### src/rtl/serial_subtract_ctrl_pkg.sv
// serial_subtract_ctrl_pkg: shared FSM state encoding and WIDTH bounds
//   state_t   : IDLE=0, SHIFT=1, DONE=2
//   WIDTH_MIN / WIDTH_MAX : legal operand width range
package serial_subtract_ctrl_pkg;

    typedef enum logic [1:0] {
        IDLE  = 2'd0,
        SHIFT = 2'd1,
        DONE  = 2'd2
    } state_t;

    localparam int WIDTH_MIN = 1;
    localparam int WIDTH_MAX = 32;

endpackage

### src/rtl/serial_subtract_ctrl_cell.sv
// serial_subtract_ctrl_cell: one-bit full subtractor built from two half subtractors
//   half_subtract : x, y -> d = x^y, b = ~x&y
//   full_subtract : ai, bi, bin -> d = ai^bi^bin, bout = borrow of ai-bi-bin
module half_subtract (
    input  logic x,
    input  logic y,
    output logic d,
    output logic b
);
    assign d = x ^ y;
    assign b = ~x & y;
endmodule

module full_subtract (
    input  logic ai,
    input  logic bi,
    input  logic bin,
    output logic d,
    output logic bout
);
    logic d1, b1, b2;
    half_subtract u_hs0 (.x(ai), .y(bi),  .d(d1), .b(b1));
    half_subtract u_hs1 (.x(d1), .y(bin), .d(d),  .b(b2));
    assign bout = b1 | b2;
endmodule

### src/rtl/serial_subtract_ctrl.sv
// serial_subtract_ctrl: bit-serial A-B, LSB first, one bit per clock through one shared cell
//   clk, rst (async, active high)
//   start      : sample a/b and begin (accepted in IDLE or DONE only)
//   a, b       : minuend / subtrahend
//   busy       : high while bits are processed
//   done       : one-cycle pulse, diff/bout valid
//   diff, bout : (a-b) mod 2^WIDTH, borrow (a<b)
module serial_subtract_ctrl
    import serial_subtract_ctrl_pkg::*;
#(
    parameter int WIDTH = 8
) (
    input  logic             clk,
    input  logic             rst,
    input  logic             start,
    input  logic [WIDTH-1:0] a,
    input  logic [WIDTH-1:0] b,
    output logic             busy,
    output logic             done,
    output logic [WIDTH-1:0] diff,
    output logic             bout
);
    localparam int CW = $clog2(WIDTH) + 1;

    state_t           state, nxt;
    logic [CW-1:0]    cnt;
    logic [WIDTH-1:0] a_sr, b_sr, d_sr, d_next;
    logic             borrow, cell_d, cell_b, accept, last;

    full_subtract u_cell (
        .ai  (a_sr[0]),
        .bi  (b_sr[0]),
        .bin (borrow),
        .d   (cell_d),
        .bout(cell_b)
    );

    always_comb begin
        accept = start && state != SHIFT;
        last   = cnt == CW'(WIDTH - 1);
        // new bit enters at the MSB end; written as a shift so WIDTH=1 needs no special case
        d_next = WIDTH'({cell_d, d_sr} >> 1);
        nxt    = state == SHIFT ? (last ? DONE : SHIFT) : (accept ? SHIFT : IDLE);
        busy   = state == SHIFT;
        done   = state == DONE;
    end

    always_ff @(posedge clk or posedge rst) begin
        if (rst) begin
            state  <= IDLE;
            cnt    <= '0;
            a_sr   <= '0;
            b_sr   <= '0;
            d_sr   <= '0;
            borrow <= 1'b0;
            diff   <= '0;
            bout   <= 1'b0;
        end else begin
            state <= nxt;
            if (accept) begin
                a_sr   <= a;
                b_sr   <= b;
                d_sr   <= '0;
                borrow <= 1'b0;
                cnt    <= '0;
            end else if (state == SHIFT) begin
                a_sr   <= a_sr >> 1;
                b_sr   <= b_sr >> 1;
                d_sr   <= d_next;
                borrow <= cell_b;
                cnt    <= cnt + 1'b1;
                // only the final bit publishes, so partial results never reach diff
                if (last) begin
                    diff <= d_next;
                    bout <= cell_b;
                end
            end
        end
    end

endmodule

### config.mk
export PLATFORM = sky130hd
export DESIGN_NAME = serial_subtract_ctrl
export DESIGN_NICKNAME = d
export VERILOG_FILES = /design/src/rtl/serial_subtract_ctrl_pkg.sv /design/src/rtl/serial_subtract_ctrl_cell.sv /design/src/rtl/serial_subtract_ctrl.sv
export SDC_FILE = /design/constraint.sdc
export NUM_CORES = 1
export LEC_CHECK = 0
export ABC_AREA = 1
export ABC_CLOCK_PERIOD_IN_PS = 1650
export CAP_MARGIN = 20
export CORE_MARGIN = 4
export CORE_UTILIZATION = 51
export DETAILED_ROUTE_END_ITERATION = 6
export GPL_ROUTABILITY_DRIVEN = 0
export GPL_TIMING_DRIVEN = 0
export PLACE_DENSITY = 0.76
export SETUP_SLACK_MARGIN = 0.1
export SLEW_MARGIN = 5
export SYNTH_ARGS = -nofsm -noshare
export SYNTH_HDL_FRONTEND = slang
export SYNTH_SLANG_ARGS = --single-unit
### constraint.sdc
create_clock -name clk -period 1.65 [get_ports clk]
set_clock_uncertainty 0.05 [all_clocks]
set_input_delay 0.165 -clock clk [delete_from_list [all_inputs] [get_ports clk]]
set_output_delay 0.165 -clock clk [all_outputs]
set_load 0.05 [all_outputs]
==> Word level (Yosys, flattened, before mapping) <==
Cells that the tools add are included.
{ "word_totals": {"ram_bits": 0, "ff_bits": 40, "inputBits": 19, "latch_bits": 0, "rom_bits": 0, "output_inout_bits": 11, "elab_cells": 37, "n_memories": 0} }
{ "classes": {"reduce_logical": 3, "n_mul": 0, "n_lt_le_gt_ge": 0, "n_bitwise": 8, "n_addsub": 1, "n_shift": 0, "eq_ne": 4, "muxes": 13, "div": 0} }
{ "op_table": {"columns": ["cell", "n"], "rows": [
  ["2-to-1 mux 8 bit", 6],
  ["2-to-1 mux 4 bit", 2],
  ["adder 4 x 1 -> 4 bit, second input constant", 1],
  ["equality test 4 x 3 -> 1 bit, second input constant", 1],
  ["2-to-1 mux 2 bit", 2],
  ["2-to-1 mux 1 bit", 3],
  ["inverter 1 bit", 3],
  ["AND reduction 3 bit", 1],
  ["bitwise AND 1 bit", 2],
  ["equality test 2 x 1 -> 1 bit, second input constant", 1],
  ["equality test 2 bit, second input constant", 1],
  ["!= test 2 x 1 -> 1 bit, second input constant", 1],
  ["nonzero test 2 bit", 1],
  ["bitwise XOR 1 bit", 2],
  ["logical AND 1 bit", 1],
  ["OR 1 bit", 1]
]} }

==> Longest topological paths before layout <==
Gate-level depths: netlist of run 1.
{ "logic_depth": {"word_depth": 6, "depth_mapped": 7, "ltp_nobuf": 6} }

==> By module <==
From an unflattened synthesis of run 1, not the netlist that was laid out.
{ "hier_totals": {"cells_unflattened": 184, "hier_area_um2": 1700.4} }
{ "by_module_without_submodules": {"columns": ["module", "seq_area_each_um2", "cells_per_inst", "area_each_um2", "n_inst"], "rows": [
  ["serial_subtract_ctrl", 975.9, 175, 1649.1, 1],
  ["half_subtract", 0.0, 3, 20.0, 2],
  ["full_subtract", 0.0, 3, 11.3, 1]
]} }

==> Worst setup path after synthesis of run 1 <==
OpenSTA, ideal clock, no wires.
{ "synth_path": {"path_kind": "reg-to-output", "startpoint": "reg state[1]", "endpoint": "out done", "t_required_ns": 1.435, "n_path_buf": 0, "path_slack_ns": 0.343, "t_arrival_ns": 1.092, "stages_incl_launch_ff": 3, "path_cell_list": "dfrtp_1 inv_2 nor2_1"} }
{ "synth_via": {"elab_chain_len": 1} }
{ "synth_rtl": {"columns": ["item", "line_no", "text"], "rows": [
  ["start: declaration", "serial_subtract_ctrl.sv:25", "state_t state, nxt;"],
  ["start signal: assignment", "serial_subtract_ctrl.sv:59", "state <= nxt;"],
  ["equality test 2 bit", "serial_subtract_ctrl.sv:45", "done = state == DONE;"],
  ["end: declaration", "serial_subtract_ctrl.sv:19", "output logic done,"]
]} }
Every way passes these cells.

==> Worst setup path after layout of run 1 <==
{ "layout_path": {"startpoint": "reg state[0]", "endpoint": "out busy"} }
{ "layout_via": {"elab_chain_len": 1} }
{ "layout_rtl": {"columns": ["item", "line_no", "text"], "rows": [
  ["equality test 2 x 1 -> 1 bit", "serial_subtract_ctrl.sv:44", "busy = state == SHIFT;"],
  ["end: declaration", "serial_subtract_ctrl.sv:18", "output logic busy,"]
]} }
Every way passes these cells.

==> impl_metrics.py, run 1 <==
metrics = {
    "finish": {
        "area_growth_pct": 24.67,
        "diodes": 0,
        "multi_input_area_um2": 634.4,
        "fin_nets": 248,
        "fin_cells": 272,
        "finish.instance_area_mm2": 0.002156,
        "fill_cells": 273,
        "drive_gt1_share_pct": 19.30,
        "regArea_um2": 975.9,
    },
    "floorplanning": {
        "die_x_um": 66.23,
        "ios": 30,
        "core_mm2": 0.003153,
        "start_util_pct": 54.84,
        "dieArea_mm2": 0.004386,
        "die_h_um": 66.23,
        "fp-row-count": 20,
    },
    "setup_path": {
        "setup.worst_path.start": "state[0]$_DFF_PP0_",
        "critPathKind": "reg2out",
        "cp_max_fo": 10,
        "r2r_start": "cnt[0]$_DFFE_PP0P_",
        "crit_arrival_ns": 1.32,
        "critPathCaptureType": "output pin",
        "required_ns": 1.43,
        "startpoint_type": "flip-flop",
    },
    "synth": {
        "synth_xor_area_share_pct": 0,
        "synth_compound_area_share_pct": 3.618,
        "synth_top_family_by_area": "simple AND/OR/NAND/NOR gates",
        "post-synth-top-count-cell": "nand2_1",
        "ys_seq_area_share_pct": 56.44,
        "synth_top_cell_by_area": "dfrtp_1",
        "syn_nets": 208,
        "synth.area.mux_share_pct": 0,
        "synthArstFlopShare_pct": 100.0,
        "synth.distinct_cells": 20,
        "ys_ff_latch": 39,
        "syn_area_per_cell_um2": 9.247,
        "syn_area_mm2": 0.001729,
        "synth_simple_gate_area_share_pct": 31.19,
        "synth_commonest_cells": "nand2_1 (63), dfrtp_1 (39), nand3_1 (24), inv_1 (12), nand2_2 (10)",
        "ys_warn_count": 0,
        "synth-edff-count": 0,
        "synthCells": 187,
        "synthAdderAreaFrac_pct": 1.881,
        "ys.flop_type": "dfrtp_1",
        "synth_area_leaders": "dfrtp_1 (56%), nand2_1 (14%), nand3_1 (6.9%)",
        "synth_top_area_share_pct": 56.44,
    },
    "timing": {
        "setup_viol": 0,
        "drv_slew": 0,
        "slew_headroom_pct": 48.14,
        "period_share_pct": 93.19,
        "tightestPinTransition_ns": 0.7768,
        "fmax_ghz": 0.6504,
        "finalCriticalPeriod_ns": 1.538,
        "hold_violations": 0,
        "rsz0062_at_grt": "true",
        "worst_hold_slack_ns": 0.1171,
    },
    "routing": {
        "drt_pass1_iterations": 4,
        "drt.antenna.violating_nets": 0,
        "drc": 0,
        "drtIter0Drc": 59,
        "wl_per_cell_um": 12.75,
        "viasPerCell": 5.074,
        "finalWirelength_um": 3469,
        "vias": 1380,
    },
    "pwr": {
        "vdd_drop_max_mv": 0.7676,
        "combPwrFrac_pct": 45.7,
        "seqPwrFrac_pct": 39.9,
        "p_total_uw": 3858,
        "p_sw_share_pct": 42.91,
        "power.density_mw_per_mm2": 1790,
        "clockPowerShare_pct": 14.4,
        "leakagePower_uw": 0.001130,
        "p_int_uw": 2203,
        "power_switching_uw": 1655,
    },
    "clocking": {
        "cts_root_buf": "clkbuf_4",
        "cts_tree": "built",
        "clkLatencyLatePin_ns": 0.35,
        "cts.sinks": 39,
        "numCtsBuffers": 5,
        "clk_pin_slew_worst_paths_ns": 0.11,
        "cts_buffer_depth": 2,
        "htree_num_levels": 2,
    },
    "global_route": {
        "grt_pass1_wl_um": 5989,
        "grtUsageTotal_pct": 18.31,
        "gr-total-overflow": 0,
        "grt_pass1_vias": 1348,
        "antenna_found_initial": 0,
        "grt_max_degree": 40,
    },
    "outcome": {
        "status": "finished, final reports clean",
    },
    "min_path": {
        "hp-class": "in2reg",
        "worstHoldStart": "start",
    },
    "placed_design": {
        "dp_hpwl_um": 2459,
        "placed_area_mm2": 0.002064,
        "io_buffer_count": 28,
        "place_inst": 259,
    },
    "run": {
        "drv_cap": 0,
    },
}
==> layout make-up <==
class | count | share of cell area (%)
Sequential cell | 39 | 45.27
Multi-Input combinational cell | 126 | 29.43
Timing Repair Buffer | 33 | 14.05
Clock buffer | 8 | 3.192
Inverter | 16 | 2.902
Buffer | 6 | 2.612
Tap cell | 44 | 2.554
==> cells by family (layout without fill, tap and decap cells) <==
group,count (synthesis),count (layout)
and+or+nand+nor,113,113
DFF,39,39
buffers and inverters,22,63
AOI/OAI and AO/OA,11,11
adders and majority gates,2,2
==> through the flow <==
step                       TNS, ns  worst slack [ns]  utilization [%]
after floorplan                  0            0.3431                -
after global placement      -9.810           -0.2772            65.48
after detailed placement   -0.2911           -0.2911            65.48
after CTS                 -0.09097          -0.09097            67.26
after global routing             0           0.03238            68.37
final                            0            0.1124            68.37
==> final timing paths <==
check	end	slack [ns]	cells after the start
setup / recovery	busy	0.11	4
hold / removal	a_sr[0]$_DFFE_PP0P_	0.12	3
setup reg to reg	diff[3]$_DFFE_PP0P_	0.38	6
hold reg to reg	diff[2]$_DFFE_PP0P_	0.43	2
max in group asynchronous	diff[3]$_DFFE_PP0P_	0.84	2
min in group asynchronous	b_sr[2]$_DFFE_PP0P_	0.22	2
==> power groups by stage <==
stage	clock (uW)	sequential, uW	combinational, uW
final	556	1540	1760
after global routing	608	1590	1940
after CTS	566	1550	1690
after detailed placement	0	1570	1750
after global placement	0	1560	1700
after floorplan	0	1880	923
==> sequential cells by signal, summed over array words and instances (netlist names) <==
signal  cells
b_sr        8
a_sr        8
borrow      1
diff        8
d_sr        7
bout        1
cnt         4
state       2
==> what timing repair did <==
action | in CTS | in global routing
pin swaps | 0 | 1
gates resized for setup | 18 | 3
endpoints found under the setup margin | 11 | 2
setup buffers | 0 | 5
hold buffers | 0 | 0
==> critical path, cell delays in order (launching register included) <==
cell,delay (ns)
dfrtp_1,0.37
inv_1,0.07
nor2_4,0.19
buf_6,0.18
buf_6,0.17
==> placed cells by master, fill, tap and decap left out <==
cell type,instances
inv_1,11
buf_6,2
clkdlybuf4s50_1,17
nor2_4,1
buf_2,3
clkbuf_8,2
nand2_1,63
clkbuf_1,1
ha_1,1
nand3_2,6
nand3_1,24
buf_12,1
clkbuf_4,5
a21oi_1,1
dlygate4sd2_1,9
dfrtp_1,39
nand2_4,2
inv_4,1
nand2_2,10
inv_2,4
nor2_1,7
buf_4,7
fa_1,1
o21ai_0,4
o22ai_1,6
==> routing by layer <==
metal | share of wire (%) | GRT usage [%]
met1 | 43 | 20.81
met2 | 49 | 30.86
met3 | 4.8 | 4.762
met4 | 2.3 | 10.41
met5 | 0 | 0
Power figures use the tool's default switching activity.
==> inputs of run 2 (changes only) <==
--- a/config.mk
+++ b/config.mk
@@ -10,11 +10,14 @@
 export CAP_MARGIN = 20
 export CORE_MARGIN = 4
 export CORE_UTILIZATION = 51
+export CTS_CLUSTER_DIAMETER = 80
 export DETAILED_ROUTE_END_ITERATION = 6
 export GPL_ROUTABILITY_DRIVEN = 0
 export GPL_TIMING_DRIVEN = 0
 export PLACE_DENSITY = 0.76
+export REMOVE_ABC_BUFFERS = 1
 export SETUP_SLACK_MARGIN = 0.1
+export SKIP_CTS_REPAIR_TIMING = 1
 export SLEW_MARGIN = 5
 export SYNTH_ARGS = -nofsm -noshare
 export SYNTH_HDL_FRONTEND = slang
==> impl_metrics.py, run 2 (synthesis gave the netlist of run 1 again) <==
metrics = {
    "run": {
        "drv_cap": 0,
    },
    "finish": {
        "most-common-layout-cells": "nand2_1 (63), dfrtp_1 (39), nand3_1 (24), clkdlybuf4s50_1 (18), inv_1 (11)",
        "reg.largest.list": "a_sr x8, b_sr x8, diff x8",
        "final_common_cell": "nand2_1",
        "fin_cells": 266,
        "fin_nets": 242,
        "drive_gt1_share_pct": 17.57,
        "diodes": 0,
        "area_growth_pct": 22.65,
    },
    "setup_path": {
        "required_ns": 1.43,
        "cp_max_fo": 6,
        "critPathKind": "reg2out",
        "crit_arrival_ns": 1.36,
        "critPathCaptureType": "output pin",
        "startpoint_type": "flip-flop",
        "r2r_cells": 6,
    },
    "pwr": {
        "combPwrFrac_pct": 46.2,
        "seqPwrFrac_pct": 41.5,
        "power.density_mw_per_mm2": 1758,
        "p_int_uw": 2085,
        "vdd_drop_max_mv": 0.8196,
        "leakagePower_uw": 0.001179,
        "clockPowerShare_pct": 12.3,
        "p_sw_share_pct": 44.08,
        "power_switching_uw": 1644,
    },
    "global_route": {
        "grt_pass1_wl_um": 5796,
        "grt_pass1_vias": 1363,
        "gr-total-overflow": 0,
        "grtUsageTotal_pct": 17.50,
        "grt_max_degree": 40,
        "antenna_found_initial": 0,
    },
    "timing": {
        "slew_headroom_pct": 47.82,
        "drv_slew": 0,
        "setup_viol": 0,
        "tightestPinTransition_ns": 0.7815,
        "fmax_ghz": 0.6337,
        "rsz0062_at_grt": "true",
        "hold_violations": 0,
        "period_share_pct": 95.64,
        "tns_ns": 0,
        "finalCriticalPeriod_ns": 1.578,
    },
    "routing": {
        "drt_pass1_iterations": 4,
        "drt.antenna.violating_nets": 0,
        "wl_per_cell_um": 12.80,
        "drtIter0Drc": 75,
        "viasPerCell": 5.083,
        "drc": 0,
        "finalWirelength_um": 3406,
        "vias": 1352,
    },
    "placed_design": {
        "place_inst": 254,
        "dp_hpwl_um": 2403,
        "io_buffer_count": 29,
    },
    "clocking": {
        "numCtsBuffers": 5,
        "clkLatencyLatePin_ns": 0.34,
        "cts_root_buf": "clkbuf_4",
        "htree_num_levels": 2,
        "clk_pin_slew_worst_paths_ns": 0.11,
        "cts_buffer_depth": 2,
        "cts.sinks": 39,
        "cts_tree": "built",
    },
    "floorplanning": {
        "dieArea_mm2": 0.004386,
        "core_mm2": 0.003153,
        "fp-row-count": 20,
        "die_x_um": 66.23,
        "die_h_um": 66.23,
        "ios": 30,
        "start_util_pct": 54.84,
    },
    "outcome": {
        "status": "finished, final reports clean",
    },
    "min_path": {
        "hp-class": "in2async",
    },
}
[run 2: power by group through the flow]
stage | Combinational [uW] | Sequential [uW] | Clock [uW]
2_1_floorplan | 840 | 1880 | 0
3_3_place_gp | 1590 | 1550 | 0
3_5_place_dp | 1660 | 1570 | 0
4_1_cts | 1670 | 1560 | 474
5_1_grt | 1880 | 1600 | 530
6_report | 1720 | 1550 | 457
[run 2: worst paths after layout]
path / start / endpoint / slack (ns)
min in group clk: a[7] / a_sr[7]$_DFFE_PP0P_ / 0.31
max reg2reg: state[1]$_DFF_PP0_ / cnt[2]$_DFFE_PP0P_ / 0.22
min: rst / d_sr[6]$_DFFE_PP0P_ / 0.24
max in group asynchronous: rst / a_sr[1]$_DFFE_PP0P_ / 0.82
max: state[0]$_DFF_PP0_ / busy / 0.07
min reg2reg: diff[4]$_DFFE_PP0P_ / diff[4]$_DFFE_PP0P_ / 0.43
[run 2: critical path, stage by stage, from the launching register on]
cell,delay [ns]
dfrtp_1,0.42
inv_1,0.09
nor2_4,0.19
clkbuf_2,0.31
[run 2: area by class of cell]
type | count | area, um2
Fill cell | 295 | 1032
Sequential cell | 39 | 975.9
Multi-Input combinational cell | 126 | 641.9
Timing Repair Buffer | 33 | 332.8
Inverter | 16 | 62.56
Tap cell | 44 | 55.05
Clock buffer | 5 | 37.54
Clock inverter | 3 | 15.01
[run 2: metal layers]
| layer | GRT usage [%] | wire (um) | part of all wire [%] | vias to the layer above |
|---|---|---|---|---|
| li1 | - | - | - | 656 |
| met1 | 19.21 | 1450 | 43 | 653 |
| met2 | 31.10 | 1730 | 51 | 35 |
| met3 | 5.442 | 155 | 4.6 | 8 |
| met4 | 6.853 | 70 | 2.1 | 0 |
| met5 | 0 | 0 | 0 | - |
[run 2: per-stage QoR]
step / total power, uW / setup slack [ns] / util, % / hold slack [ns] / instance area, um2
floorplan: 2718 / 0.3431 / - / 0.2316 / 1673
global placement: 3144 / -0.2914 / 64.01 / 0.4023 / 2018
detailed placement: 3238 / -0.3053 / 64.01 / 0.4073 / 2018
CTS: 3699 / -0.7092 / 65.67 / 0.2527 / 2071
global route: 4008 / -0.01274 / 67.26 / 0.3021 / 2121
finish: 3729 / 0.07192 / 67.26 / 0.2417 / 2121
==> inputs of run 3 (changes only) <==
--- a/config.mk
+++ b/config.mk
@@ -10,13 +10,14 @@
 export CAP_MARGIN = 20
 export CORE_MARGIN = 4
 export CORE_UTILIZATION = 51
+export CTS_BUF_LIST = sky130_fd_sc_hd__clkbuf_4 sky130_fd_sc_hd__clkbuf_8 sky130_fd_sc_hd__clkbuf_16
 export CTS_CLUSTER_DIAMETER = 80
 export DETAILED_ROUTE_END_ITERATION = 6
 export GPL_ROUTABILITY_DRIVEN = 0
 export GPL_TIMING_DRIVEN = 0
+export HOLD_SLACK_MARGIN = 0.12
 export PLACE_DENSITY = 0.76
 export REMOVE_ABC_BUFFERS = 1
-export SETUP_SLACK_MARGIN = 0.1
 export SKIP_CTS_REPAIR_TIMING = 1
 export SLEW_MARGIN = 5
 export SYNTH_ARGS = -nofsm -noshare
==> impl_metrics.py, run 3 (synthesis gave the netlist of run 1 again) <==
metrics = {
    "floorplanning": {
        "core_mm2": 0.003153,
        "dieArea_mm2": 0.004386,
        "fp-row-count": 20,
        "start_util_pct": 54.84,
        "ios": 30,
        "die_x_um": 66.23,
        "die_h_um": 66.23,
    },
    "timing": {
        "drv_slew": 0,
        "fmax_ghz": 0.6335,
        "finalCriticalPeriod_ns": 1.579,
        "hold_violations": 0,
        "period_share_pct": 95.67,
        "slew_headroom_pct": 47.70,
        "tightestPinTransition_ns": 0.7833,
        "setup_viol": 0,
    },
    "run": {
        "drv_cap": 0,
    },
    "setup_path": {
        "crit_arrival_ns": 1.36,
        "cp_max_fo": 6,
        "crit_family": "flip-flops",
        "critPathKind": "reg2out",
        "worst_path_max_delay_cell": "dfrtp_1",
        "required_ns": 1.43,
        "crit_path_cell_trace": "inv_1 -> nor2_4 -> clkbuf_2",
        "critPathCaptureType": "output pin",
        "path_buf_inv": 2,
        "startpoint_type": "flip-flop",
        "slowest_delay_ns": 0.42,
    },
    "routing": {
        "wl_per_cell_um": 12.88,
        "drtIter0Drc": 76,
        "vias": 1366,
        "drt.antenna.violating_nets": 0,
        "finalWirelength_um": 3426,
        "drt_pass1_iterations": 4,
        "viasPerCell": 5.135,
        "drc": 0,
    },
    "pwr": {
        "leakagePower_uw": 0.001178,
        "vdd_drop_max_mv": 0.8269,
        "power.density_mw_per_mm2": 1761,
        "p_total_uw": 3726,
    },
    "clocking": {
        "cts_tree": "built",
        "cts.sinks": 39,
        "cts_root_buf": "clkbuf_4",
        "clk_pin_slew_worst_paths_ns": 0.11,
        "numCtsBuffers": 5,
        "cts_buffer_depth": 2,
        "htree_num_levels": 2,
        "clkLatencyLatePin_ns": 0.34,
    },
    "finish": {
        "diodes": 0,
        "reg.largest.list": "a_sr x8, b_sr x8, diff x8",
        "fin_nets": 242,
        "area_growth_pct": 22.36,
        "most-common-layout-cells": "nand2_1 (63), dfrtp_1 (39), nand3_1 (24), clkdlybuf4s50_1 (18), inv_1 (11)",
        "fin_cells": 266,
        "utilization_pct": 67.10,
        "drive_gt1_share_pct": 17.57,
        "final_common_cell": "nand2_1",
    },
    "global_route": {
        "grtUsageTotal_pct": 17.50,
        "grt_max_degree": 40,
        "gr-total-overflow": 0,
        "grt_pass1_vias": 1363,
        "grt_pass1_wl_um": 5796,
        "antenna_found_initial": 0,
    },
    "placed_design": {
        "place_inst": 254,
        "io_buffer_count": 29,
        "dp_hpwl_um": 2403,
    },
    "min_path": {
        "hp-class": "in2async",
    },
    "outcome": {
        "status": "finished, final reports clean",
    },
}
[run 3: worst reg2reg max path: stages, from the launching register on]
cell,delay [ns]
dfrtp_1,0.43
inv_2,0.09
nand2_4,0.17
nor2_2,0.41
nand2_1,0.11
nand2_1,0.10
[run 3: report_power, final]
group / switching [uW] / total, uW / internal (uW) / leakage (uW)
registers: 223 / 1550 / 1330 / 0.000499
logic: 1120 / 1720 / 598 / 0.000644
clock network: 301 / 460 / 159 / 0.0000347
total: 1640 / 3730 / 2080 / 0.00118
[run 3: final timing paths]
path,start,to,slack [ns],cells after the start
worst max register to register,state[1]$_DFF_PP0_,diff[6]$_DFFE_PP0P_,0.23,5
max in group asynchronous,rst,a_sr[1]$_DFFE_PP0P_,0.82,2
worst min-delay path,rst,d_sr[6]$_DFFE_PP0P_,0.24,2
min in group clk,a[7],a_sr[7]$_DFFE_PP0P_,0.31,3
worst max-delay path,state[0]$_DFF_PP0_,busy,0.07,3
worst min register to register,diff[1]$_DFFE_PP0P_,diff[1]$_DFFE_PP0P_,0.43,2
[run 3: cell type report]
cell class	instances	area, um2
clock inverters	3	15.01
fillers	295	1037
repair buffers	33	332.8
flip-flops and latches	39	975.9
multi-input cells	126	636.9
clock buffers	5	37.54
well taps	44	55.05
inverters	16	62.56
[run 3: stage by stage]
stage	cell area [um2]	setup slack (ns)	TNS, ns	hold slack, ns
2_1_floorplan	1673	0.3431	0	0.2316
3_3_place_gp	2018	-0.2914	-7.777	0.4023
3_5_place_dp	2018	-0.3053	-0.3250	0.4073
4_1_cts	2071	-0.7092	-1.839	0.2527
5_1_grt	2116	-0.01274	-0.01274	0.3021
6_report	2116	0.07137	0	0.2388
[run 3: per-layer routing]
layer	vias up	global-route usage (%)	part of all wire, %
met2	42	31.10	50
met4	0	6.853	2.0
met3	8	5.442	5.0
met1	658	19.21	42
li1	658	-	-
met5	-	0	0
